--- src/rtl/regfile_wr_arbiter.sv ---
// Two-requester write arbiter for the 8-entry register file: one-entry buffer per requester, round-robin/age grant.
// Latency: accept at edge N, WR at N+1. Ready = buffer empty or draining this cycle; one write per cycle aggregate.
module regfile_wr_arbiter #(
   parameter int DATA_W = 8,
   parameter int ADDR_W = 3
) (
   input  logic                 clk,
   input  logic                 rst,
   input  logic                 req0_valid,
   input  logic [ADDR_W-1:0]    req0_addr,
   input  logic [DATA_W-1:0]    req0_data,
   output logic                 req0_ready,
   input  logic                 req1_valid,
   input  logic [ADDR_W-1:0]    req1_addr,
   input  logic [DATA_W-1:0]    req1_data,
   output logic                 req1_ready,
   output logic [ADDR_W-1:0]    DA,
   output logic [DATA_W-1:0]    data_in,
   output logic                 WR,
   output logic                 grant_id,
   output logic [2**ADDR_W-1:0] pending_mask
);

   localparam int NREG = 2**ADDR_W;

   logic [1:0]        buf_valid;
   logic [ADDR_W-1:0] buf_addr [2];
   logic [DATA_W-1:0] buf_data [2];
   logic              age_vld;
   logic              age_idx;
   logic              rr_ptr;

   logic [1:0]        req_valid;
   logic [ADDR_W-1:0] req_addr [2];
   logic [DATA_W-1:0] req_data [2];
   logic [1:0]        gnt;
   logic              gnt_idx;
   logic [1:0]        ready;
   logic [1:0]        load;
   logic [1:0]        stay;
   logic              age_vld_nxt;
   logic              age_idx_nxt;

   always_comb begin
      req_valid   = {req1_valid, req0_valid};
      req_addr[0] = req0_addr;
      req_addr[1] = req1_addr;
      req_data[0] = req0_data;
      req_data[1] = req1_data;
   end

   // Same-address entries must drain oldest first; otherwise alternate.
   always_comb begin
      gnt = 2'b00;
      case (buf_valid)
         2'b01:   gnt = 2'b01;
         2'b10:   gnt = 2'b10;
         2'b11: begin
            if (buf_addr[0] == buf_addr[1])
               gnt = (age_vld && age_idx) ? 2'b10 : 2'b01;
            else
               gnt = rr_ptr ? 2'b10 : 2'b01;
         end
         default: gnt = 2'b00;
      endcase
      gnt_idx = gnt[1];
   end

   always_comb begin
      ready = ~buf_valid | gnt;
      stay  = buf_valid & ~gnt;
      for (int i = 0; i < 2; i++)
         load[i] = req_valid[i] & ready[i] & (req_addr[i] != '0);
   end

   assign req0_ready = ready[0];
   assign req1_ready = ready[1];

   // A freshly loaded entry is younger than whatever the other buffer keeps holding.
   always_comb begin
      age_vld_nxt = age_vld;
      age_idx_nxt = age_idx;
      if (load == 2'b11) begin
         age_vld_nxt = 1'b1;
         age_idx_nxt = 1'b0;
      end else if (load[0]) begin
         age_vld_nxt = stay[1];
         age_idx_nxt = 1'b1;
      end else if (load[1]) begin
         age_vld_nxt = stay[0];
         age_idx_nxt = 1'b0;
      end else if (|gnt) begin
         age_vld_nxt = 1'b0;
      end
   end

   always_ff @(posedge clk or posedge rst) begin
      if (rst) begin
         buf_valid <= 2'b00;
         for (int i = 0; i < 2; i++) begin
            buf_addr[i] <= '0;
            buf_data[i] <= '0;
         end
         age_vld <= 1'b0;
         age_idx <= 1'b0;
         rr_ptr  <= 1'b0;
      end else begin
         for (int i = 0; i < 2; i++) begin
            buf_valid[i] <= load[i] | stay[i];
            if (load[i]) begin
               buf_addr[i] <= req_addr[i];
               buf_data[i] <= req_data[i];
            end
         end
         age_vld <= age_vld_nxt;
         age_idx <= age_idx_nxt;
         if (|gnt)
            rr_ptr <= ~gnt_idx;
      end
   end

   always_ff @(posedge clk or posedge rst) begin
      if (rst) begin
         WR       <= 1'b0;
         DA       <= '0;
         data_in  <= '0;
         grant_id <= 1'b0;
      end else if (|gnt) begin
         WR       <= 1'b1;
         DA       <= buf_addr[gnt_idx];
         data_in  <= buf_data[gnt_idx];
         grant_id <= gnt_idx;
      end else begin
         WR <= 1'b0;
      end
   end

   always_comb begin
      pending_mask = '0;
      for (int k = 1; k < NREG; k++)
         pending_mask[k] = (buf_valid[0] && buf_addr[0] == ADDR_W'(k)) ||
                           (buf_valid[1] && buf_addr[1] == ADDR_W'(k)) ||
                           (WR && DA == ADDR_W'(k));
   end

endmodule

--- config.mk ---
export PLATFORM = sky130hd
export DESIGN_NAME = regfile_wr_arbiter
export DESIGN_NICKNAME = d
export VERILOG_FILES = /design/src/rtl/regfile_wr_arbiter.sv
export SDC_FILE = /design/constraint.sdc
export NUM_CORES = 1
export LEC_CHECK = 0
export ABC_AREA = 1
export BUFFER_PORTS_ARGS = -buffer_cell sky130_fd_sc_hd__clkbuf_2
export CAP_MARGIN = 10
export CORE_MARGIN = 2
export CORE_UTILIZATION = 35
export CTS_BUF_LIST = sky130_fd_sc_hd__clkbuf_8
export DETAILED_ROUTE_END_ITERATION = 10
export PLACE_DENSITY = 0.6
export SYNTH_ARGS = -nofsm -noshare
export SYNTH_HDL_FRONTEND = slang
export SYNTH_SLANG_ARGS = --single-unit
--- constraint.sdc ---
create_clock -name clk -period 1.9 [get_ports clk]
set_clock_uncertainty 0.2 [all_clocks]
set_input_delay 0.19 -clock clk [delete_from_list [all_inputs] [get_ports clk]]
set_output_delay 0.19 -clock clk [all_outputs]
set_load 0.1 [all_outputs]
==> flow_summary.ini <==
[layout]
final_area_sq_mm = 0.00345
final_nets = 400
areaGrowthSynthToFinish_pct = 55.8
stdcell_count = 450
drive_gt1_share_pct = 42.1
fillers = 546
mostFrequentLayoutCells = nand2_1, inv_1, clkbuf_2, nand3_1, dfrtp_1
fin_util_pct = 57.2
diodes = 0
final_common_cell = nand2_1

[place]
placed_area_sq_mm = 0.00281
gp_congestion = 0.832
dp_cells = 403
hpwl_um = 3800
io_buffers = 47

[worst_setup_path]
critPathKind = register to output port
path_depth = 7
cp.arrival_ns = 1.62
required_ns = 1.51
cp-end-kind = output port
r2r-start = buf_addr[5]
critPathLaunch = buf_addr[5]
startpoint_type = register
path_max_fanout = 3
r2r_setup_slack_ns = -0.07
r2r_end = buf_data[9]
cp_slowest_cell = dfrtp_1
crit_end = req0_ready
reg2regPathDepth = 11
path_cells = xnor2_2 > nand3_2 > nand2_4 > nand2_2 > nand2_4 > buf_12 > buf_12
cpPeakStageDelay_ns = 0.41
crit_family = flip-flops
worstPathBufferInverterCount = 2

[yosys]
synth_nets = 303
synth_area_leaders = dfrtp_1, nand2_1, nand3_1, inv_1, o21ai_2
yosys_warnings = 0
synth_top_area_share_pct = 45.2
synth_seq_area_share_pct = 45.2
synthMuxAreaShare_pct = 0
yosysTopAreaCell = dfrtp_1
synth_compound_area_share_pct = 11.0
synth_top_family_by_area = simple AND/OR/NAND/NOR gates
synth_flop_cell = dfrtp_1
synth_cell_types = 29
async_reset_ff_share_pct = 100
avgSynthCellArea_sq_um = 7.99
synth_area_sq_mm = 0.00221
yosys.area_share.adder_pct = 0
synth-simple-area-share_pct = 29.6
synth_edf_count = 0
synth-seq-cells = 40
synth_xor_area_share_pct = 0.396
syn_inst = 277

[pwr]
powerDensity_mw_per_mm2 = 1730
max-vdd-ir-drop_mv = 1.28
leakagePower_nw = 1.79

[timing]
max_slew_margin_pct = 59.3
fin_ws_ns = -0.113
fmax_ghz = 0.497
timing.hold.ws_ns = 0.114
period_share_pct = 106
worst_pin_slew_ns = 0.608
fin_crit_ns = 2.01
rsz0062_at_grt = yes
setup_violations = 15
tns_ns = -0.703
report.final.slew_viol_count = 0
hold_violations = 0

[detailed_routing]
drtIter0Drc = 60
ant_nets = 0
remaining_drc_errors = 0
wl_per_cell_um = 12.8
met3_length_um = 264
m1WireLength_um = 2510
vias = 2121
wl_met2_um = 2840
top_layer = met4
vias_per_cell = 4.71
wirelength_um = 5740
drtPass1Iterations = 4

[floorplan]
row_count = 28
dieHeight_um = 83.5
dieArea_sq_mm = 0.00697
die_x_um = 83.5
initial_core_util_pct = 36.7
design.core.area_sq_mm = 0.00603
ios = 49

[run_status]
violations = setup timing
status = complete, but fails checks

[flow_run]
drv_cap = 0

[clock_tree]
clock-sinks = 40
worstSkewPairLatency_ns = 0.30
cts_root_buf = clkbuf_8
cts_tree = done
clk_pin_slew_ns = 0.08
cts_max_level = 2
clk_path_buf_depth = 2
numCtsBuffers = 5

[global_route]
grt_pass1_vias = 2041
grt_usage_pct = 16.5
antenna_found_initial = 0
grt_start_max_net_pins = 41
grt.overflow.total = 0
grt_pass1_wl_um = 9380

[hold_path]
hold_class = input pin to register
## layer usage
metal	up-vias	GRT usage (%)
li1	1053	-
met4	0	4.40
met1	1000	20.1
met2	57	29.5
met3	11	3.66
met5	-	0
## cell usage after synthesis, drive strengths merged, types with 2 or more instances
master / count
inv: 53
buf: 9
nand3: 46
a22oi: 2
nand2: 74
o21ai: 14
nor2: 19
a21oi: 9
dfrtp: 40
nand4: 2
clkbuf: 3
## worst reg2reg max path: cells and delay by family (launching register included)
kind            cells  cell delay, ns
simple gates        6            0.54
buf+inv             3            0.42
compound gates      1            0.04
flops               1            0.41
xor+xnor            1            0.27
## final cells by class
type | count | area (sq um) | share of cell area (%)
clock buffers | 5 | 68.8 | 2.00
well taps | 75 | 93.8 | 2.72
clock inverters | 3 | 12.5 | 0.363
repair buffers | 102 | 946 | 27.4
flip-flops and latches | 40 | 1020 | 29.6
multi-input cells | 172 | 1110 | 32.1
inverters | 53 | 199 | 5.77
## how the worst min path moves through the flow
stage,start,cells after the start,end
5_1_grt,req1_valid,4,buf_data[5]
2_1_floorplan,req1_data[5],2,buf_data[5]
4_1_cts,req1_valid,4,buf_addr[0]
3_5_place_dp,rst,3,data_in[4]
6_report,req1_valid,4,buf_data[5]
3_3_place_gp,rst,3,data_in[4]
## state kept, by name, indices dropped and copies added (netlist names)
name and flops:
buf_valid 2, grant_id 1, data_in 8, age_vld 1, rr_ptr 1, buf_addr 6
age_idx 1, WR 1, DA 3, buf_data 16
## timing repair
| action | in CTS | in global routing |
|---|---|---|
| setup buffers | 5 | 8 |
| gates cloned | 0 | 3 |
| pin swaps | 3 | 9 |
| setup endpoints to repair | 5 | 30 |
| endpoints found under the hold margin | 62 | 0 |
| hold buffers | 23 | 0 |
| resized for setup | 14 | 29 |
## logic make-up (layout without fill, tap and decap cells)
logic type      after synthesis  count (layout)
simple gates                141             141
buf+inv                      65             163
flops                        40              40
compound gates               29              29
other cells                   1               1
xor+xnor                      1               1
## report_power, final
| part | internal, mW | switching (mW) |
|---|---|---|
| Clock | 0.248 | 0.306 |
| Sequential | 1.18 | 0.240 |
| Combinational | 1.21 | 2.79 |
| Total | 2.64 | 3.33 |
## stage by stage
stage / worst slack [ns] / power [mW]
after floorplan: -0.476 / 4.14
after global placement: 0.0971 / 5.03
after detailed placement: 0.0699 / 5.06
after CTS: -0.0898 / 5.81
after global routing: -0.167 / 6.31
final: -0.113 / 5.98
No activity file was read; power rests on OpenSTA's default activity.
